<file path="config.mk">
export PLATFORM = sky130hd
export DESIGN_NAME = rom_select_buttons_flat
export DESIGN_NICKNAME = d
export VERILOG_FILES = /design/src/rtl/rom_select_buttons_pkg.sv /design/src/rtl/rom_select_buttons_if.sv /design/src/rtl/rom_select_buttons_btn_debounce.sv /design/src/rtl/rom_select_buttons.sv /design/src/flat_wrapper.sv
export SDC_FILE = /design/constraint.sdc
export NUM_CORES = 1
export LEC_CHECK = 0
export BUFFER_PORTS_ARGS = -buffer_cell sky130_fd_sc_hd__buf_2
export CORE_MARGIN = 5
export CORE_UTILIZATION = 30
export DETAILED_ROUTE_END_ITERATION = 16
export GPL_ROUTABILITY_DRIVEN = 0
export HOLD_SLACK_MARGIN = 0.12
export REMOVE_ABC_BUFFERS = 1
export SKIP_CTS_REPAIR_TIMING = 1
export SKIP_LAST_GASP = 1
export SYNTH_ARGS = -nofsm -noshare
export SYNTH_HDL_FRONTEND = slang
export SYNTH_SLANG_ARGS = --single-unit
</file>
<file path="constraint.sdc">
create_clock -name clock -period 1.4 [get_ports clock]
set_input_delay 0.35 -clock clock [delete_from_list [all_inputs] [get_ports clock]]
set_output_delay 0.35 -clock clock [all_outputs]
set_load 0.005 [all_outputs]
</file>
<file path="src/rtl/rom_select_buttons_pkg.sv">
// Shared definitions for the ROM-select button conditioner: width helpers,
// button level encoding, index field layout and the selection tracker states.
package rom_select_buttons_pkg;

    // Ceiling log2 for elaboration-time width derivation; clog2(1) = 0.
    function automatic int unsigned clog2(input int unsigned value);
        int unsigned result;
        result = 0;
        for (int unsigned w = 0; w < 32; w++) begin
            if ((64'd1 << w) < 64'(value)) begin
                result = w + 1;
            end
        end
        return result;
    endfunction

    // Width of the button-number field inside the ROM index.
    function automatic int unsigned num_width(input int unsigned num_btn);
        return clog2(num_btn);
    endfunction

    // Full ROM index width: button-number field plus the shift bit above it.
    function automatic int unsigned idx_width(input int unsigned num_btn);
        return clog2(num_btn) + 1;
    endfunction

    // Bit position of the shift flag inside the ROM index.
    function automatic int unsigned shift_pos(input int unsigned num_btn);
        return clog2(num_btn);
    endfunction

    localparam int unsigned NUM_LSB = 0;

    typedef enum logic {
        RELEASED = 1'b0,
        PRESSED  = 1'b1
    } level_e;

    typedef enum logic {
        SEL_IDLE  = 1'b0,
        SEL_TRACK = 1'b1
    } sel_state_e;

endpackage

</file>
<file path="src/rtl/rom_select_buttons_if.sv">
// Front-panel bundle: raw button pins towards the conditioner, ROM index,
// reload pulse and held flag back towards the memory loader.
interface rom_select_buttons_if
    import rom_select_buttons_pkg::*;
#(
    parameter int unsigned NUM_BTN = 4,
    parameter int unsigned IDX_W   = idx_width(NUM_BTN)
);
    logic [NUM_BTN:0]   btn_raw;
    logic [IDX_W-1:0]   index;
    logic               reload;
    logic               held;

    modport master (
        output btn_raw,
        input  index,
        input  reload,
        input  held
    );

    modport slave (
        input  btn_raw,
        output index,
        output reload,
        output held
    );
endinterface

</file>
<file path="src/rtl/rom_select_buttons_btn_debounce.sv">
// One button pin: 2-flop synchroniser, polarity normalisation (pressed = 1)
// and, when BTN_DEBOUNCE_EN is defined, a stable-level debounce counter.
module btn_debounce
    import rom_select_buttons_pkg::*;
#(
    parameter int unsigned DEBOUNCE_CYCLES = 65536,
    parameter bit          ACTIVE_LOW      = 1'b1
) (
    input  logic clock,
    input  logic reset,
    input  logic pin,
    output logic level
);
    // Pin value corresponding to a released button.
    localparam logic PIN_IDLE = ACTIVE_LOW ? 1'b1 : 1'b0;

    logic [1:0] sync_q;
    logic       sync_level;

    always_ff @(posedge clock) begin
        if (reset) begin
            sync_q <= {2{PIN_IDLE}};
        end else begin
            sync_q <= {sync_q[0], pin};
        end
    end

    assign sync_level = ACTIVE_LOW ? ~sync_q[1] : sync_q[1];

`ifdef BTN_DEBOUNCE_EN
    localparam int unsigned            CNT_W    = clog2(DEBOUNCE_CYCLES + 1);
    localparam logic [CNT_W-1:0]       CNT_LAST = CNT_W'(DEBOUNCE_CYCLES - 1);

    logic             accepted_q;
    logic [CNT_W-1:0] count_q;

    // The >= compare keeps the counter from ever wrapping.
    always_ff @(posedge clock) begin
        if (reset) begin
            accepted_q <= RELEASED;
            count_q    <= '0;
        end else if (sync_level == accepted_q) begin
            count_q    <= '0;
        end else if (count_q >= CNT_LAST) begin
            accepted_q <= sync_level;
            count_q    <= '0;
        end else begin
            count_q    <= count_q + CNT_W'(1);
        end
    end

    assign level = accepted_q;
`else
    assign level = sync_level;
`endif

endmodule

</file>
<file path="src/rtl/rom_select_buttons.sv">
// ROM-select button conditioner: debounces NUM_BTN selects plus shift and
// emits a reload pulse with a stable index on full release (BTN_DEBOUNCE_EN).
module rom_select_buttons
    import rom_select_buttons_pkg::*;
#(
    parameter int unsigned NUM_BTN         = 4,
    parameter int unsigned DEBOUNCE_CYCLES = 65536,
    parameter bit          ACTIVE_LOW      = 1'b1
) (
    input  logic                 clock,
    input  logic                 reset,
    rom_select_buttons_if.slave  btn
);
    localparam int unsigned IDX_W = idx_width(NUM_BTN);
    localparam int unsigned NUM_W = num_width(NUM_BTN);
    localparam int unsigned SEL_W = (NUM_W == 0) ? 1 : NUM_W;

    logic [NUM_BTN:0]   level;
    logic [NUM_BTN-1:0] sel_level;
    logic               shift_level;
    logic               held_now;
    logic [SEL_W-1:0]   lowest;
    logic [IDX_W-1:0]   pending_d;
    logic [IDX_W-1:0]   pending_q;
    logic [IDX_W-1:0]   index_q;
    logic               reload_d;
    logic               reload_q;
    sel_state_e         state_q;
    sel_state_e         state_d;

    for (genvar i = 0; i <= NUM_BTN; i++) begin : g_btn
        btn_debounce #(
            .DEBOUNCE_CYCLES (DEBOUNCE_CYCLES),
            .ACTIVE_LOW      (ACTIVE_LOW)
        ) u_btn (
            .clock (clock),
            .reset (reset),
            .pin   (btn.btn_raw[i]),
            .level (level[i])
        );
    end

    assign sel_level   = level[NUM_BTN-1:0];
    assign shift_level = level[NUM_BTN];
    assign held_now    = |sel_level;

    // Lowest-numbered pressed select wins on simultaneous presses.
    always_comb begin
        logic found;
        found  = 1'b0;
        lowest = '0;
        for (int unsigned i = 0; i < NUM_BTN; i++) begin
            if (sel_level[i] && !found) begin
                lowest = SEL_W'(i);
                found  = 1'b1;
            end
        end
    end

    if (NUM_W == 0) begin : g_shift_only
        assign pending_d = shift_level;
    end else begin : g_shift_num
        assign pending_d = {shift_level, lowest};
    end

    always_ff @(posedge clock) begin
        if (reset) begin
            state_q <= SEL_IDLE;
        end else begin
            state_q <= state_d;
        end
    end

    // SEL_TRACK means a select was held on the previous cycle, so leaving it
    // with nothing held is exactly the falling edge of held.
    always_comb begin
        state_d  = state_q;
        reload_d = 1'b0;
        case (state_q)
            SEL_IDLE: begin
                if (held_now) begin
                    state_d = SEL_TRACK;
                end
            end
            SEL_TRACK: begin
                if (!held_now) begin
                    state_d  = SEL_IDLE;
                    reload_d = 1'b1;
                end
            end
            default: begin
                state_d = SEL_IDLE;
            end
        endcase
    end

    always_ff @(posedge clock) begin
        if (reset) begin
            pending_q <= '0;
            index_q   <= '0;
            reload_q  <= 1'b0;
        end else begin
            reload_q <= reload_d;
            if (held_now) begin
                pending_q <= pending_d;
            end
            if (reload_d) begin
                index_q <= pending_q;
            end
        end
    end

    assign btn.index  = index_q;
    assign btn.reload = reload_q;
    assign btn.held   = held_now;

endmodule

</file>
<file path="src/flat_wrapper.sv">
// flat-port wrapper written by rule: the top's interface ports become plain ports
module rom_select_buttons_flat import rom_select_buttons_pkg::*;
#(
    parameter int unsigned NUM_BTN         = 4,
    parameter int unsigned DEBOUNCE_CYCLES = 65536,
    parameter bit          ACTIVE_LOW      = 1'b1
)
  (clock, reset, btn_btn_raw, btn_index, btn_reload, btn_held);
  rom_select_buttons_if #(.NUM_BTN(NUM_BTN), .IDX_W(3)) btn_i ();
  input  logic clock;
  input  logic reset;
  input wire logic [$bits(btn_i.btn_raw)-1:0] btn_btn_raw;
  output wire logic [$bits(btn_i.index)-1:0] btn_index;
  output wire logic [$bits(btn_i.reload)-1:0] btn_reload;
  output wire logic [$bits(btn_i.held)-1:0] btn_held;
  assign btn_i.btn_raw = btn_btn_raw;
  assign btn_index = btn_i.index;
  assign btn_reload = btn_i.reload;
  assign btn_held = btn_i.held;
  rom_select_buttons #(.NUM_BTN(NUM_BTN), .DEBOUNCE_CYCLES(DEBOUNCE_CYCLES), .ACTIVE_LOW(ACTIVE_LOW)) u_core (.clock(clock), .reset(reset), .btn(btn_i));
endmodule
</file>
# [Word level (Yosys, flattened, before mapping)]
# Cells that the tools add are included.
[word_totals] regBits=18 latch_bits=0 mem_bits_rw=0 mem_bits_ro=0 inputBits=7 out_inout_bits=5 elab_cells=29 n_memories=0
[classes] add_sub_neg=0 mul=0 div_mod_pow=0 n_lt_le_gt_ge=0 eq_ne=0 shifts=0 n_mux=9 bitwise_logic=5 n_reduce_logical=6
[ops] operator="1-bit 2-to-1 mux" n=7
[ops] operator="1-bit NOT" n=5
[ops] operator="2-bit 2-to-1 mux" n=2
[ops] operator="4-bit OR reduction" n=1
[ops] operator="1-bit logical AND" n=3
[ops] operator="1-bit logical NOT" n=2

# [Longest topological paths before layout]
[depth] word_depth=9 ltp_mapped=4 depth_no_buf=4

# [Cells and area by module]
# From an unflattened synthesis, not the netlist that was laid out.
[unflattened] hier_cells=55 hier_area_um2=594.3
[by_module_without_submodules] module="rom_select_buttons" instances=1 cells_each=30 area_per_inst_um2=312.8
[by_module_without_submodules] module="btn_debounce" instances=5 cells_each=5 area_per_inst_um2=56.3

# [Worst setup path before layout]
# OpenSTA, ideal clock, no wires.
[synth_timing] path_type="register to output" from="register u_core.g_btn[1].u_btn.sync_q[1]" to="output port btn_held" t_arrival_ns=0.631 required_time_ns=1.050 setup_slack_ns=0.419 path_stages_with_launch=3 path_buffers=0 cell_sequence="dfxtp_1 > and4_4 > inv_4"
[synth_via] elab_chain_cells=2
[synth_rtl] element="start: declaration" line="rom_select_buttons_btn_debounce.sv:17" text="logic [1:0] sync_q;"
[synth_rtl] element="start signal: assignment" line="rom_select_buttons_btn_debounce.sv:22" text="sync_q <= {2{PIN_IDLE}};"
[synth_rtl] element="start signal: assignment" line="rom_select_buttons_btn_debounce.sv:24" text="sync_q <= {sync_q[0], pin};"
[synth_rtl] element="1-bit NOT" line="rom_select_buttons_btn_debounce.sv:28" text="assign sync_level = ACTIVE_LOW ? ~sync_q[1] : sync_q[1];"
[synth_rtl] element="4-bit OR reduction" line="rom_select_buttons.sv:45" text="assign held_now = |sel_level;"
[synth_rtl] element="end: declaration" line="flat_wrapper.sv:15" text="output wire logic [$bits(btn_i.held)-1:0] btn_held;"
# No other way between the ends.

# [Worst setup path in the final report]
[layout_timing] from="register u_core.g_btn[2].u_btn.sync_q[1]" to="output port btn_held"
[layout_via] elab_chain_cells=2
[layout_rtl] element="start: declaration" line="rom_select_buttons_btn_debounce.sv:17"
[layout_rtl] element="start signal: assignment" line="rom_select_buttons_btn_debounce.sv:22"
[layout_rtl] element="start signal: assignment" line="rom_select_buttons_btn_debounce.sv:24"
[layout_rtl] element="1-bit NOT" line="rom_select_buttons_btn_debounce.sv:28"
[layout_rtl] element="4-bit OR reduction" line="rom_select_buttons.sv:45"
# No other way between the ends.

==> flow_metrics.env <==
export IMPL_status="finished, violations left"
export IMPL_violations="negative setup slack"
export IMPL_vias=399
export IMPL_syn_area_um2=557
export IMPL_track_usage=0.0771
export IMPL_ys_types=15
export IMPL_grt_busiest_layer="met2"
export IMPL_path_clk_slew_ps=100
export IMPL_max_stage_delay_ps=350
export IMPL_yosysWarnings=0
export IMPL_dieHeight_um=53.1
export IMPL_setup_viol=1
export IMPL_cts_htree_levels=1
export IMPL_area_growth_synth_to_final_pct=27.6
export IMPL_overflow=0
export IMPL_cp_end_kind="output port"
export IMPL_avgViaCountPerCell=4.20
export IMPL_fmax_mhz=704
export IMPL_tns_ps=-21.0
export IMPL_clockBufferDepth=2
export IMPL_crit_path_cell_trace="and4_4, inv_6, buf_6"
export IMPL_drc=0
export IMPL_finalPower_mw=0.941
export IMPL_slew_headroom=0.819
export IMPL_synth_main_ff_cell="dfxtp_1"
export IMPL_fin_nets=78
export IMPL_worst_r2r_path_depth=4
export IMPL_async_reset_ff_frac=0
export IMPL_clock_skew_ps=1.46
export IMPL_clock_sinks=18
export IMPL_start_kind="flip-flop"
export IMPL_cpMaxStageDelayCell="dfxtp_2"
export IMPL_synth_edf_count=0
export IMPL_start_util=0.319
export IMPL_yosysSeqAreaShare=0.647
export IMPL_grt_pass1_wl_um=1500
export IMPL_p_leak_nw=0.312
export IMPL_cts_tree="yes"
export IMPL_grt_util_met3=0.0592
export IMPL_antenna_cells=0
export IMPL_max_cap_violations=0
export IMPL_ir_drop_mv=0.598
export IMPL_syn_inst=53
export IMPL_drive_above_1_share=0.500
export IMPL_cts_buffers=3
export IMPL_yosysTopAreaCellShare=0.647
export IMPL_synth_top_cell_by_area="dfxtp_1"
export IMPL_yosysMostFrequentCell="dfxtp_1"
export IMPL_dpl_instance_area_um2=638
export IMPL_clk_latency_ps=290
export IMPL_arrival_ps=1070
export IMPL_synth_seq_cells=18
export IMPL_crit_type="flip-flop to output port"
export IMPL_io_pins=12
export IMPL_die_x_um=53.1
export IMPL_maxSlewViolCount=0
export IMPL_setup_ws_ps=-21.0
export IMPL_portBuffers=11
export IMPL_drt_iter0_markers=3
export IMPL_synth_area_per_cell_um2=10.5
export IMPL_wl_um=842
export IMPL_hp_class="input port to flip-flop"
export IMPL_finalCritPeriodShare=1.01
export IMPL_cts_root_buf="clkbuf_4"
export IMPL_synth_commonest_cells="18 x dfxtp_1, 10 x or2_2, 4 x a21oi_1"
export IMPL_rows=15
export IMPL_routedWlPerCell_um=8.86
export IMPL_antenna_found_initial=0
export IMPL_die_area_um2=2820
export IMPL_gr_usage_met1=0.0668
export IMPL_utilization=0.407
export IMPL_cellPowerDensity_nw_per_um2=1320
export IMPL_hold_depth=2
export IMPL_hold_viol=0
export IMPL_worst_pin_slew_ps=271
export IMPL_ys_top_cells_by_area="dfxtp_1 65%, or2_2 11%, a21oi_1 3.6%"
export IMPL_place_hpwl_um=617
export IMPL_dp_cells=88
export IMPL_grt_max_degree=19
export IMPL_timing_hold_ws_ps=238
export IMPL_fp_coreArea_um2=1750
export IMPL_ant_nets=0
export IMPL_rsz0062_at_grt="yes"
export IMPL_path_max_fanout=7
export IMPL_fin_area_um2=711
export IMPL_drtPass1Iterations=3
export IMPL_fin_crit_ps=1420
export IMPL_final_instance_count_excl_fill=95
export IMPL_use_met2=0.140
export IMPL_required_ps=1050
export IMPL_place_ws_ps=260
export IMPL_grt_pass1_vias=401
final timing paths:
path / from / endpoint / slack, ps
hold / removal: btn_btn_raw[0] / u_core.g_btn[0].u_btn.sync_q[0]$_SDFF_PP1_ / 240
setup reg to reg: u_core.g_btn[2].u_btn.sync_q[1]$_SDFF_PP1_ / u_core.pending_q[2]$_SDFFE_PP0P_ / 330
setup / recovery: u_core.g_btn[2].u_btn.sync_q[1]$_SDFF_PP1_ / btn_held / -20
hold reg to reg: u_core.g_btn[2].u_btn.sync_q[0]$_SDFF_PP1_ / u_core.g_btn[2].u_btn.sync_q[1]$_SDFF_PP1_ / 420
registers in the layout, indices dropped and copies added (netlist names):
name	flops
u_core.btn.index	3
u_core.btn.reload	1
u_core.g_btn.u_btn.sync_q	10
u_core.pending_q	3
u_core.state_q	1
per-layer routing:
| layer | up-vias | wire [um] |
|---|---|---|
| met4 | 0 | 0 |
| met3 | 0 | 100 |
| li1 | 207 | - |
| met2 | 15 | 398 |
| met5 | - | 0 |
| met1 | 177 | 344 |
logic make-up (layout without fill, tap and decap cells):
logic type / count (synthesis) / in the layout / share of synthesized area
simple gates: 22 / 22 / 0.225
flops: 18 / 18 / 0.647
compound gates: 9 / 9 / 0.0944
buf+inv: 4 / 21 / 0.0337
placed cells by master (no fill, tap or decap):
cell type  instances
a211oi_2           1
buf_4              3
clkbuf_8           1
o21ai_1            3
a21oi_1            4
buf_6              1
nand3_1            3
nand2_1            2
and4_4             1
or2b_1             1
dfxtp_2            4
or2_2             10
inv_6              1
clkbuf_4           3
nor2_1             3
inv_1              2
dfxtp_1           14
nor3_1             2
buf_2             10
o21ai_0            1
critical path, delay by kind of cell (launching register included):
kind          cells  cell delay [ps]
buf+inv           2              160
flops             1              350
simple gates      1              270
final cells by class:
type                       count  area (um^2)
sequential                    18          365
tap                           25         31.3
timing repair buffer          14         83.8
inverter                       3         16.3
multi-input combinational     31          178
fill                         182         1030
clock buffer                   4         36.3
power by group:
| group | internal [mW] | switching [mW] |
|---|---|---|
| Combinational | 0.0450 | 0.0363 |
| Sequential | 0.538 | 0.0111 |
| Clock | 0.158 | 0.152 |
| Total | 0.741 | 0.200 |
Note: power is estimated with default switching activity, not from simulation.
